==> config.mk <==
export PLATFORM = sky130hd
export DESIGN_NAME = cpu7_ibuf
export DESIGN_NICKNAME = d
export VERILOG_FILES = /design/src/rtl/cpu7_ibuf.sv
export SDC_FILE = /design/constraint.sdc
export NUM_CORES = 1
export LEC_CHECK = 0
export ABC_AREA = 1
export CORE_ASPECT_RATIO = 1.1
export CORE_UTILIZATION = 40
export CTS_BUF_LIST = sky130_fd_sc_hd__clkbuf_8
export DETAILED_ROUTE_END_ITERATION = 16
export HOLD_SLACK_MARGIN = 0.05
export PLACE_DENSITY = 0.7
export SETUP_SLACK_MARGIN = 0.05
export SKIP_LAST_GASP = 1
export SLEW_MARGIN = 20
export SYNTH_ARGS = -nofsm -noshare
export SYNTH_HDL_FRONTEND = slang
export SYNTH_SLANG_ARGS = --single-unit
==> constraint.sdc <==
create_clock -name clk -period 6.35 [get_ports clk]
set_input_delay 0.9525 -clock clk [delete_from_list [all_inputs] [get_ports clk]]
set_output_delay 0.9525 -clock clk [all_outputs]
set_load 0.005 [all_outputs]
==> src/rtl/cpu7_ibuf.sv <==
// Instruction buffer between fetch and the EXU port0 issue interface.
// DEPTH-entry FIFO with valid/ready on both sides and a hold-off after an excepting fetch.
module cpu7_ibuf #(
  parameter int unsigned GRLEN = 32,
  parameter int unsigned DEPTH = 4,
  parameter int unsigned PTR_W = 2
) (
  input  logic             clk,
  input  logic             resetn,
  input  logic             fetch_valid,
  output logic             fetch_ready,
  input  logic [GRLEN-1:0] fetch_pc,
  input  logic [31:0]      fetch_inst,
  input  logic             fetch_exception,
  input  logic [5:0]       fetch_exccode,
  input  logic             flush,
  output logic             port0_valid,
  input  logic             port0_ready,
  output logic [GRLEN-1:0] port0_pc,
  output logic [31:0]      port0_inst,
  output logic             port0_exception,
  output logic [5:0]       port0_exccode,
  output logic [PTR_W:0]   ibuf_count
);

  localparam int unsigned CNT_W = PTR_W + 1;

  typedef enum logic {
    ST_NORMAL   = 1'b0,
    ST_EXC_HOLD = 1'b1
  } state_t;

  state_t           r_state;
  logic [PTR_W-1:0] r_rd_ptr;
  logic [PTR_W-1:0] r_wr_ptr;
  logic [CNT_W-1:0] r_count;

  logic [GRLEN-1:0] r_pc_mem   [DEPTH];
  logic [31:0]      r_inst_mem [DEPTH];
  logic             r_exc_mem  [DEPTH];
  logic [5:0]       r_code_mem [DEPTH];

  logic w_full;
  logic w_empty;
  logic w_enq;
  logic w_deq;

  assign w_full  = (r_count == CNT_W'(DEPTH));
  assign w_empty = (r_count == '0);

  // Ready depends only on registered state and flush, never on port0_ready.
  assign fetch_ready = resetn & ~w_full & (r_state == ST_NORMAL) & ~flush;
  assign port0_valid = ~w_empty;

  assign w_enq = fetch_valid & fetch_ready;
  assign w_deq = port0_valid & port0_ready;

  assign port0_pc        = w_empty ? '0   : r_pc_mem[r_rd_ptr];
  assign port0_inst      = w_empty ? '0   : r_inst_mem[r_rd_ptr];
  assign port0_exception = w_empty ? 1'b0 : r_exc_mem[r_rd_ptr];
  assign port0_exccode   = w_empty ? '0   : r_code_mem[r_rd_ptr];
  assign ibuf_count      = r_count;

  // Pointers, occupancy and exception hold state.
  always_ff @(posedge clk or negedge resetn) begin
    if (!resetn) begin
      r_state  <= ST_NORMAL;
      r_rd_ptr <= '0;
      r_wr_ptr <= '0;
      r_count  <= '0;
    end else if (flush) begin
      r_state  <= ST_NORMAL;
      r_rd_ptr <= '0;
      r_wr_ptr <= '0;
      r_count  <= '0;
    end else begin
      if (w_enq) begin
        r_wr_ptr <= r_wr_ptr + PTR_W'(1);
      end
      if (w_deq) begin
        r_rd_ptr <= r_rd_ptr + PTR_W'(1);
      end
      r_count <= r_count + CNT_W'(w_enq) - CNT_W'(w_deq);
      case (r_state)
        ST_NORMAL: begin
          if (w_enq && fetch_exception) begin
            r_state <= ST_EXC_HOLD;
          end
        end
        ST_EXC_HOLD: begin
          if (w_deq && port0_exception) begin
            r_state <= ST_NORMAL;
          end
        end
        default: r_state <= ST_NORMAL;
      endcase
    end
  end

  // Payload storage needs no reset: it is masked while empty.
  always_ff @(posedge clk) begin
    if (w_enq) begin
      r_pc_mem[r_wr_ptr]   <= fetch_pc;
      r_inst_mem[r_wr_ptr] <= fetch_inst;
      r_exc_mem[r_wr_ptr]  <= fetch_exception;
      r_code_mem[r_wr_ptr] <= fetch_exccode;
    end
  end

  always_ff @(posedge clk) begin
    if (resetn && !flush) begin
      assert (!(w_enq && !w_deq && w_full));
      assert (!(w_deq && w_empty));
    end
  end

endmodule

# == After elaboration in Yosys (flattened, before gate mapping) ==
# Memories as Yosys holds them, arrays and structs flattened.
# Cells that the tools add are included.
# totals
ramBits,284
memories,4
mem_bits_ro,0
output_inout_bits,76
in_bits,76
ff_bits,8
latch_bits,0
elab_cells,42
# op_classes
n_lt_le_gt_ge,0
mux,15
div,0
reduce_logical,5
eq_ne,1
shift,0
bitwise_logic,9
mul,0
add_sub_neg,4
# mem_list
name,words,width,rd,rd_clocked_by_memory_dff,wr,line,text
r_inst_mem,4,32,1,0,1,39,logic [31:0] r_inst_mem [DEPTH];
r_pc_mem,4,32,1,0,1,38,logic [GRLEN-1:0] r_pc_mem [DEPTH];
r_code_mem,4,6,1,0,1,41,logic [5:0] r_code_mem [DEPTH];
r_exc_mem,4,1,1,0,1,40,logic r_exc_mem [DEPTH];
# op_table
op,n
32-bit two-way mux,2
2-bit two-way mux,4
1-bit two-way mux,6
6-bit two-way mux,1
1-bit bitwise AND,5
"2-bit by 1-bit adder with 2-bit output, second input constant",2
1-bit inverter,4
2-bit nonzero test,2
3-bit by 1-bit adder with 3-bit output,1
"3-bit == test, second input constant",1
3-bit logical NOT,1
3-bit two-way mux,1
3-bit by 1-bit subtractor with 3-bit output,1
1-bit logical AND,2
1-bit one-hot mux with 2 select lines,1

# == Longest topological paths before layout ==
# logic_depth
word_depth,10
mapped_depth,11
depth_no_buf,11

# == Worst setup path before layout ==
# OpenSTA, ideal clock, no wires.
# synth_timing
kind,in2reg
start,input resetn
end,memory r_code_mem[0][0] (enable)
arrival_ps,4295
required_ps,5849
setup_time_ps,501
n_path_buf,0
path_stages,4
slack_ps,1554
cell_sequence,nand2_1 -> nor2_1 -> nand3_1 -> nor2_1
# synth_via
elab_chain_len,6
# synth_rtl
item,line,text
from (decl),9,"input logic resetn,"
1-bit bitwise AND (3 in a row),52,assign fetch_ready = resetn & ~w_full & (r_state == ST_NORMAL) & ~flush;
1-bit bitwise AND,55,assign w_enq = fetch_valid & fetch_ready;
1-bit two-way mux,102,if (w_enq) begin
1-bit two-way mux (implied by the code),106,r_code_mem[r_wr_ptr] <= fetch_exccode;
to (decl),41,
# No other way between the ends.

# == Worst setup path after layout ==
# layout_timing
start,register r_rd_ptr[0]
end,output port0_inst[1]
# layout_via
elab_chain_len,2
# layout_rtl
item,line,text
from (decl),34,logic [PTR_W-1:0] r_rd_ptr;
from (signal assigned),81,r_rd_ptr <= r_rd_ptr + PTR_W'(1);
memory read 4 x 32 bit,n/a,
32-bit two-way mux,59,assign port0_inst = w_empty ? '0 : r_inst_mem[r_rd_ptr];
to (decl),20,"output logic [31:0] port0_inst,"
# No other way between the ends.

==> flow_summary_export.csv <==
group,metric,value,unit
power_and_ir_drop,power.total,5.23,mW
die,dieArea,29400,sq um
placed_design,gp_congestion,0.718,
worst_setup_path,worstPathRequired,5.40,ns
die,core_area,28000,sq um
worst_setup_path,r2r_start,"r_state",
logic_synthesis,synthesis.nets,991,
logic_synthesis,ys_seq_area_share,75.9,%
placed_design,pre_cts_slack,2.25,ns
timing,fin_crit,4.48,ns
power_and_ir_drop,p_leak,4.86,nW
timing,grt_setup_unrepaired,"false",
timing,fmax,223,MHz
clock_tree,cts.sink_count,292,
clock_tree,clockBufferDepth,3,
worst_setup_path,crit_type,"reg2out",
detailed_routing,drt-total-wl,24600,microns
run,maxCapViolCount,0,
timing,report.final.slew_viol_count,0,
logic_synthesis,synth_area,11500,sq um
timing,period_share,70.6,%
clock_tree,post_cts_resized,0,
clock_tree,hold_buffers,0,
worst_setup_path,cp_slowest_cell,"inv_4",
clock_tree,insertion_delay,0.53,ns
cells_and_area,nets,1149,
timing,hold_viol_final,0,
logic_synthesis,yosys_register_bits,292,
run_status,status,"finished clean",
global_route,antenna_found_initial,0,
timing,worst_slew_pin_slew,1.06,ns
cells_and_area,diodes,0,
global_route,grt_overflow,0,
die,num_io_pins,152,
detailed_routing,wl_met3,1180,microns
timing,worst_slack,1.87,ns
clock_tree,clk_pin_slew_worst_paths,0.06,ns
cells_and_area,final_common_cell,"nor2_1",
timing,setup_viol,0,
detailed_routing,routed_via_density,4.91,
logic_synthesis,syn_avg_cell_area,12.7,sq um
die,initial_core_util,41.0,%
clock_tree,cts_buffers,47,
clock_tree,cts-root-buf,"clkbuf_8",
detailed_routing,drtPass1Iterations,5,
detailed_routing,post-route-drc-count,0,
global_route,grt_max_degree,110,
global_route,grt_usage,17.0,%
die,die_x,164,microns
worst_setup_path,crit_start,"r_rd_ptr[0]",
min_path,hold_class,"reg2reg",
timing,tns,0,ns
placed_design,dp_hpwl,13600,microns
global_route,grt_pass1_wl,38800,microns
clock_tree,cts_setup_buffers,0,
power_and_ir_drop,p_per_area,368,nW/um^2
timing,timing.slew.headroom,29.4,%
clock_tree,cts_tree,"done",
cells_and_area,fillers,2441,
die,fp-row-count,64,
clock_tree,h-tree-depth,2,
detailed_routing,maxUsedRoutingLayer,"met4",
cells_and_area,regArea,8740,sq um
detailed_routing,wl_per_cell,16.8,microns
detailed_routing,wl_met1,10400,microns
min_path,hp-start,"r_state",
power_and_ir_drop,vdd_drop_max,0.000268,V
detailed_routing,drtIter0Drc,458,
placed_design,placed_cells,1380,
worst_setup_path,cp-start-kind,"register",
worst_setup_path,cp.arrival,3.53,ns
logic_synthesis,synth_cells,908,
logic_synthesis,synth_warnings,0,
cells_and_area,drive_above_1_share,7.17,%
cells_and_area,stdcell_count,1465,
detailed_routing,antenna_left,0,
worst_setup_path,crit_chain,"inv_4 -> buf_4 -> o21ai_0 -> a21oi_1 -> clkdlybuf4s50_1",
worst_setup_path,critPathMaxStageDelay,0.79,ns
cells_and_area,multi_input_area,2420,sq um
detailed_routing,num_vias,7194,
die,fp.dieH,180,microns
timing,skew,0.0182,ns
placed_design,portBuffers,151,
worst_setup_path,crit_path_end_kind,"primary output",
detailed_routing,wl_met2,12700,microns
cells_and_area,area_growth,23.4,%
global_route,grt_pass1_vias,7478,
cells_and_area,final_cell_mix,"288 x nor2_1, 284 x edfxtp_1, 151 x clkdlybuf4s50_1",
worst_setup_path,path_max_fanout,109,
logic_synthesis,synth.distinct_cells,21,
==> worst max-delay path: cells and delay by family, from the launching register on <==
| family | cells | cell delay [ns] |
|---|---|---|
| flip-flops | 1 | 0.70 |
| buffers and inverters | 3 | 1.81 |
| AO/OA/AOI/OAI | 2 | 0.40 |
==> sequential cells by signal, indices dropped and copies added, names as in the netlist <==
name,cells
r_wr_ptr,2
ibuf_count,3
r_state,1
r_code_mem,24
r_inst_mem,128
r_pc_mem,128
r_rd_ptr,2
r_exc_mem,4
==> power breakdown <==
part           internal [mW]  leakage, nW  switching (mW)
registers               2.17         2.67          0.0782
clock network          0.789        0.505           0.687
logic                  0.702         1.68           0.800
total                   3.67         4.86            1.56
==> synth_stat cells, drive strengths merged <==
cell    count  area [sq um]
a21oi      71           355
buf        22           168
clkbuf     31           123
dfrtp       8           200
edfxtp    284          8530
fa          1          20.0
ha          6          75.1
inv        23          88.8
nand2      16          60.1
nand3       6          30.0
nand4       1          6.26
nor2      292          1100
o21ai     144           721
xnor2       1          8.76
xor2        2          17.5
==> metal layers <==
| metal | vias up | global-route usage (%) |
|---|---|---|
| li1 | 3515 | - |
| met1 | 3455 | 20.1 |
| met2 | 193 | 31.1 |
| met3 | 31 | 3.35 |
| met4 | 0 | 4.59 |
| met5 | - | 0 |
==> kinds of logic after synthesis <==
group,Yosys count,share of synthesized area [%]
and+or+nand+nor,315,10.4
DFF,292,75.9
adders and majority gates,7,0.827
buffers and inverters,76,3.30
xor gates and xnor gates,3,0.229
AOI/OAI and AO/OA,215,9.36
==> through the flow <==
stage	cell area, sq um	hold WS [ns]	util [%]
after global routing	14200	0.660	50.6
after global placement	13300	0.579	47.5
after detailed placement	13300	0.605	47.5
after CTS	14200	0.620	50.6
after floorplan	11500	0.547	-
final	14200	0.620	50.6
==> final timing paths <==
path,endpoint,depth (start not counted),slack (ns)
hold reg to reg,r_state,4,0.62
setup reg to reg,r_inst_mem[2][27],6,3.60
hold / removal,r_state,4,0.62
max in group asynchronous,r_rd_ptr[0],1,5.32
setup / recovery,port0_inst[1],5,1.87
min in group asynchronous,r_state,1,0.71
==> cell type report <==
type	count	area share [%]
Clock buffer	52	5.04
Sequential cell	292	61.6
Inverter	23	0.626
Timing Repair Buffer	162	11.4
Multi-Input combinational cell	540	17.1
Clock inverter	33	1.11
Tap cell	363	3.20
(Power assumes the default switching activity.)
